`src/rtl/sum_accumulator.sv`:
```
// sum_accumulator: collects {carry, sum} beats from param_adder into a wider
// running total and presents one result per burst (total, beat count, sticky
// overflow) behind a valid/ready handshake.
//
// Build option: define ACC_SATURATE_EN to clamp the accumulator to all-ones
// on overflow instead of wrapping modulo 2^ACC_WIDTH.
//
// ACC_WIDTH must be greater than WIDTH.
module sum_accumulator #(
    parameter int WIDTH       = 8,
    parameter int ACC_WIDTH   = 16,
    parameter int COUNT_WIDTH = 4
) (
    input  logic                   clk,
    input  logic                   rst_n,
    input  logic                   in_valid,
    output logic                   in_ready,
    input  logic [WIDTH-1:0]       in_sum,
    input  logic                   in_carry,
    input  logic                   in_last,
    output logic                   out_valid,
    input  logic                   out_ready,
    output logic [ACC_WIDTH-1:0]   out_acc,
    output logic [COUNT_WIDTH-1:0] out_count,
    output logic                   out_overflow
);

    typedef enum logic [1:0] {
        IDLE  = 2'd0,
        ACCUM = 2'd1,
        DONE  = 2'd2
    } state_e;

    localparam logic [COUNT_WIDTH-1:0] COUNT_MAX = {COUNT_WIDTH{1'b1}};

    state_e                 state_q, state_d;
    logic [ACC_WIDTH-1:0]   acc_q, acc_d;
    logic [COUNT_WIDTH-1:0] count_q, count_d;
    logic                   ovf_q, ovf_d;
    logic                   out_valid_q, out_valid_d;
    logic [ACC_WIDTH-1:0]   out_acc_q, out_acc_d;
    logic [COUNT_WIDTH-1:0] out_count_q, out_count_d;
    logic                   out_ovf_q, out_ovf_d;

    logic                   beat_fire;
    logic [ACC_WIDTH:0]     operand;
    logic [ACC_WIDTH:0]     sum_wide;
    logic [ACC_WIDTH-1:0]   acc_next;
    logic [COUNT_WIDTH-1:0] count_next;
    logic                   ovf_next;

    // Beats are taken whenever no result is waiting for the consumer.
    assign in_ready  = (state_q != DONE);
    assign beat_fire = in_valid && in_ready;

    // Datapath for one accepted beat: widened add, overflow detect, count step.
    always_comb begin
        operand  = {{(ACC_WIDTH - WIDTH){1'b0}}, in_carry, in_sum};
        sum_wide = {1'b0, acc_q} + operand;
        ovf_next = ovf_q | sum_wide[ACC_WIDTH];
`ifdef ACC_SATURATE_EN
        // Once clamped, stay clamped until the burst is handed off.
        acc_next = ovf_next ? {ACC_WIDTH{1'b1}} : sum_wide[ACC_WIDTH-1:0];
`else
        acc_next = sum_wide[ACC_WIDTH-1:0];
`endif
        count_next = (count_q == COUNT_MAX) ? count_q : count_q + COUNT_WIDTH'(1);
    end

    // Next-state and output-register logic for the burst FSM.
    always_comb begin
        // NOTE: every signal driven here gets a default first so no path
        // leaves it unassigned, which would otherwise infer a latch.
        state_d     = state_q;
        acc_d       = acc_q;
        count_d     = count_q;
        ovf_d       = ovf_q;
        out_valid_d = out_valid_q;
        out_acc_d   = out_acc_q;
        out_count_d = out_count_q;
        out_ovf_d   = out_ovf_q;

        case (state_q)
            IDLE, ACCUM: begin
                if (beat_fire) begin
                    acc_d   = acc_next;
                    count_d = count_next;
                    ovf_d   = ovf_next;
                    if (in_last) begin
                        state_d     = DONE;
                        out_valid_d = 1'b1;
                        out_acc_d   = acc_next;
                        out_count_d = count_next;
                        out_ovf_d   = ovf_next;
                    end else begin
                        state_d = ACCUM;
                    end
                end
            end
            DONE: begin
                // Handshake retires the result; the next beat is taken no
                // earlier than the following cycle because in_ready is low here.
                if (out_ready) begin
                    state_d     = IDLE;
                    acc_d       = '0;
                    count_d     = '0;
                    ovf_d       = 1'b0;
                    out_valid_d = 1'b0;
                    out_acc_d   = '0;
                    out_count_d = '0;
                    out_ovf_d   = 1'b0;
                end
            end
            default: begin
                state_d = IDLE;
            end
        endcase
    end

    // State and output registers with synchronous active-low reset.
    always_ff @(posedge clk) begin
        // NOTE: sequential state uses non-blocking assignments so every
        // register samples the pre-edge values, independent of statement order.
        if (!rst_n) begin
            state_q     <= IDLE;
            acc_q       <= '0;
            count_q     <= '0;
            ovf_q       <= 1'b0;
            out_valid_q <= 1'b0;
            out_acc_q   <= '0;
            out_count_q <= '0;
            out_ovf_q   <= 1'b0;
        end else begin
            state_q     <= state_d;
            acc_q       <= acc_d;
            count_q     <= count_d;
            ovf_q       <= ovf_d;
            out_valid_q <= out_valid_d;
            out_acc_q   <= out_acc_d;
            out_count_q <= out_count_d;
            out_ovf_q   <= out_ovf_d;
        end
    end

    assign out_valid    = out_valid_q;
    assign out_acc      = out_acc_q;
    assign out_count    = out_count_q;
    assign out_overflow = out_ovf_q;

endmodule

```
`config.mk`:
```
export PLATFORM = sky130hd
export DESIGN_NAME = sum_accumulator
export DESIGN_NICKNAME = d
export VERILOG_FILES = /design/src/rtl/sum_accumulator.sv
export SDC_FILE = /design/constraint.sdc
export NUM_CORES = 1
export LEC_CHECK = 0
export CORE_ASPECT_RATIO = 1.2
export CORE_MARGIN = 1
export CORE_UTILIZATION = 55
export CTS_BUF_LIST = sky130_fd_sc_hd__clkbuf_8
export DETAILED_ROUTE_END_ITERATION = 16
export PLACE_DENSITY = 0.8
export SETUP_SLACK_MARGIN = 0.2
export SYNTH_ARGS = -nofsm -noshare
export SYNTH_HDL_FRONTEND = slang
export SYNTH_SLANG_ARGS = --single-unit
export TNS_END_PERCENT = 100
```
`constraint.sdc`:
```
create_clock -name clk -period 3 [get_ports clk]
set_clock_uncertainty 0.1 [all_clocks]
set_input_delay 0.9 -clock clk [delete_from_list [all_inputs] [get_ports clk]]
set_output_delay 0.9 -clock clk [all_outputs]
set_load 0.01 [all_outputs]
```
## Yosys cells after proc, flatten, opt, wreduce, memory -nomap -nowiden

Cells that the tools add are included.
Widths: inputs -> output; s select.

| storage, ports and cells | value |
|---|---|
| register bits | 45 |
| bits in latches | 0 |
| RAM bits | 0 |
| memory bits (read-only) | 0 |
| input bits | 14 |
| output and inout bits | 23 |
| logic and storage cells | 51 |
| memories kept | 0 |

| operators by class | value |
|---|---|
| add/sub/neg operators | 2 |
| $mul | 0 |
| div/mod/pow operators | 0 |
| order comparisons | 0 |
| equal/unequal tests | 7 |
| shift-type cells | 0 |
| multiplexer cells | 26 |
| bitwise logic cells | 1 |
| reduce and logical (&&, ||, !) cells | 7 |

Operator list:

| operator | number |
|---|---|
| $mux 16 | 4 |
| $pmux 16 s2 | 2 |
| $mux 4 | 5 |
| $add 16x9->17 | 1 |
| $pmux 4 s2 | 2 |
| $ne 2x2->1 const B | 4 |
| $mux 1 | 6 |
| $mux 2 | 3 |
| $pmux 1 s2 | 3 |
| $add 4x1->4 const B | 1 |
| $eq 4x4->1 const B | 1 |
| $pmux 2 s2 | 1 |
| $reduce_and 4->1 | 1 |
| $reduce_and 3->1 | 1 |
| $eq 2x1->1 const B | 1 |
| $eq 2x2->1 const B | 1 |
| $logic_not 2->1 | 1 |
| $reduce_and 2->1 | 1 |
| $reduce_bool 2->1 | 1 |
| $reduce_or 2->1 | 1 |
| $logic_and 1x1->1 | 1 |
| $or 1x1->1 | 1 |

## Depth between registers and ports, before layout

| logic depth | value |
|---|---|
| depth after elaboration | 5 |
| mapped depth | 9 |
| depth with buffers taken out | 9 |

## Worst setup path after synthesis

No wires, ideal clock.

| timing path | value |
|---|---|
| kind | input port to flip-flop |
| from | input in_sum[0] |
| to | register acc_q[10] |
| library setup time | 119 ps |
| data arrival time | 2,621 ps |
| required time | 2,781 ps |
| slack | 161 ps |
| stages | 9 |
| buffers on the path | 0 |
| path through | ha_1 inv_1 fa_1 nor2b_4 o2111ai_2 a31oi_4 o21ai_0 o21a_1 o221a_2 |

| on the way | value |
|---|---|
| cells in the longest elaborated chain, start to end | 3 |

RTL lines:

| element | line | source |
|---|---|---|
| start: declaration | 18 | `input logic [WIDTH-1:0] in_sum,` |
| $add 16x9->17 | 59 | `sum_wide = {1'b0, acc_q} + operand;` |
| $mux 16 | 85 | `if (beat_fire) begin` |
| $pmux 16 s2 | 83 | `case (state_q)` |
| end signal: assignment | 126 | `acc_q <= '0;` |
| end signal: assignment | 135 | `acc_q <= acc_d;` |
| end: declaration | 37 | `logic [ACC_WIDTH-1:0] acc_q, acc_d;` |

Every way passes these cells. The select of a mux whose other input is x is not followed.
A chain may end at the register's enable or synchronous reset.

## Final worst setup path

| timing path | value |
|---|---|
| from | input in_sum[3] |
| to | register acc_q[13] |

The elaborated chain is that of the path after synthesis.

==> metrics <==
# rows 26; Worst-Margin Slew 0.964 ns; Final min period 2.81 ns; #FFs+latches synth 45; final std cell area, no fill 0.00314 mm²; Max Transition Viols Final 0; CP Max Fanout 4; met2 Resource Use GR 50.5%; Core Area 0.00423 mm²; Mapped Area 0.00241 mm²; Final #Nets 366; CTS tree done; logic gate share of total power 28.0%; wirelength, routed 6440 µm; Initial Util 57.1%; DRT Pass-1 Iters 4; Layout area overhead 29.9%; die height 74.6 µm; slowest CP cell a2111o_1; CTS Root Cell clkbuf_8; GPL Wtd Cong 0.819; share of the synthesized area in the top cell type 37.3%; Pint 0.987 mW; Crit path largest cell delay 0.55 ns; Worst VDD drop 0.000300 V; # Max-Cap Violations 0; WP data arrival 2.95 ns; crit-path cells clkdlybuf4s50_1, ha_4, nand4_1, a2111o_1, a21oi_2, mux2_2, nor2_1; Main synth FF type dfxtp_1; max frequency 0.356 GHz; gr usage total 27.1%; DR WL/cell 16.2 µm; clock group share of total power 26.2%; Die ar. 0.00466 mm²; switch share 31.6%; switching power 0.456 mW; # diodes 0; most frequent cells after synthesis 52 x nand2_1, 45 x dfxtp_1, 26 x a21oi_1, 18 x nor2_1, 15 x nand3_1; Crit Path Class primary input to flip-flop; Clock Latency Late Sink 0.30 ns; most frequent cell after synthesis nand2_1; startpoint types primary input; yosys warns 0; Syn Inst Count 285; r2r setup slk 0.66 ns; status complete, no violations; unrepaired setup endpoints after global routing true; initial drt markers 117; vias in the first global route 2112; Worst-path clk slew 0.09 ns; dpl cells 388; Sequential Power Share 45.9%; busiest grt layer met2; ANT nets after route 0; first-pass GRT wire length 9870 µm; H-tree depth 2; cts bufs inserted 5; Finished Core Util 74.1%; DP Wirelength 4210 µm; Final Hold Fails 0; drt via density 5.76; Final Cycle Share 93.6%; placed cell area 0.00293 mm²; met3 usage in global routing 5.37%; CTS sink cnt 45; largest net degree at the start of global routing 25; num ports 37; Slew Limit Headroom 35.5%; CP required 3.15 ns; Synth cell types 55; layout cell share with drive strength beyond 1 19.3%; ranking of synthesized cells by area dfxtp_1 37%, nand2_1 8.1%, a21oi_1 5.4%; syn_nets 310; number of synthesized flops with an enable pin 0; CP Capture Type flip-flop; grt total ovfl 0; routed vias 2293; Syn Area/Cell 8.47 µm²; area leader, netlist dfxtp_1; Pleak 1.19 nW; pwr dens 460 mW/mm²; Async SR Flop Fraction 0%; PortBufs 36; DRC Markers 0; Final Non-Filler Cells 398; initial antenna violation count 0; Max Root-Sink Buffers 2; grt met1 use 30.0%; Die Width 62.5 µm; HP Class flip-flop to flip-flop; Setup Viol. Count Final 0; register area share after synthesis 37.3%
worst max-delay path: cells and delay by family:
family / cells / cell delay [ns]
AO/OA/AOI/OAI: 2 / 0.72
adder cells (fa/ha/maj): 1 / 0.32
buffers and inverters: 1 / 0.45
multiplexers: 1 / 0.33
AND/OR/NAND/NOR: 2 / 0.23
repair_timing:
| item | CTS | global route |
|---|---|---|
| setup buffers | 2 | 0 |
| setup endpoints to repair | 16 | 12 |
| pin swaps | 9 | 11 |
| hold buffers | 0 | 0 |
| gates resized for setup | 14 | 11 |
placed cells by master, fill, tap and decap left out, types with 4 or more instances in the layout:
| master | instances |
|---|---|
| clkbuf_8 | 5 |
| nor3_1 | 5 |
| xnor2_1 | 6 |
| o21ai_0 | 11 |
| clkdlybuf4s50_1 | 32 |
| inv_1 | 7 |
| xor2_1 | 8 |
| a21oi_1 | 24 |
| a211oi_1 | 4 |
| nand2_1 | 51 |
| nor2_1 | 18 |
| buf_4 | 26 |
| o21a_1 | 4 |
| dfxtp_1 | 45 |
| nand3_1 | 15 |
| a21oi_2 | 4 |
| ha_1 | 6 |
per-stage QoR:
step	TNS (ns)	power, mW	hold WS [ns]	worst slack [ns]
after global routing	0	1.50	0.384	0.140
after detailed placement	-4.25	1.03	0.344	-0.374
final	0	1.44	0.356	0.191
after floorplan	0	0.890	0.336	0.207
after global placement	-3.13	1.02	0.334	-0.317
after CTS	0	1.42	0.360	0.213
layer usage:
metal,share of wire (%),routed length [µm],vias to the layer above
li1,-,-,1122
met4,2.7,177,0
met5,0,0,-
met2,52,3360,67
met1,41,2640,1086
met3,4.1,262,18
cells by family (layout without fill, tap and decap cells):
group                      Yosys count  after routing  share of synthesized area, %
xor gates and xnor gates            14             14                          5.08
AOI/OAI and AO/OA                   80             80                          23.8
buffers and inverters               22             79                          5.65
muxes                                3              3                          1.35
and+or+nand+nor                    110            110                          20.8
DFF                                 45             45                          37.3
adders and majority gates           11             11                          6.01
final cells by class:
cell class              instances  area (µm²)
clock buffers                   5        68.8
inverters                       8        30.0
repair buffers                 63         571
flip-flops and latches         45         901
well taps                      56        70.1
fillers                       347        1090
multi-input cells             218        1480
clock inverters                 3        17.5
final timing paths:
path | startpoint | end | depth (start not counted)
worst max register to register | acc_q[0]$_SDFFE_PN0P_ | ovf_q$_SDFFE_PN0P_ | 9
worst max-delay path | in_sum[3] | acc_q[13]$_SDFFE_PN0P_ | 7
worst min register to register | out_acc[15]$_SDFFE_PN0P_ | out_acc[15]$_SDFFE_PN0P_ | 2
worst min-delay path | out_acc[15]$_SDFFE_PN0P_ | out_acc[15]$_SDFFE_PN0P_ | 2
power groups by stage:
stage / logic (mW) / clock network (mW) / registers, mW
after detailed placement: 0.359 / 0 / 0.672
after CTS: 0.378 / 0.378 / 0.660
final: 0.404 / 0.378 / 0.662
after floorplan: 0.218 / 0 / 0.672
after global placement: 0.351 / 0 / 0.671
after global routing: 0.434 / 0.400 / 0.666
state kept, by name, indices dropped and copies added (netlist names):
register	count
state_q	2
acc_q	16
ovf_q	1
out_acc	16
out_overflow	1
count_q	4
out_count	4
out_valid	1
Note: power is estimated with default switching activity, not from simulation.
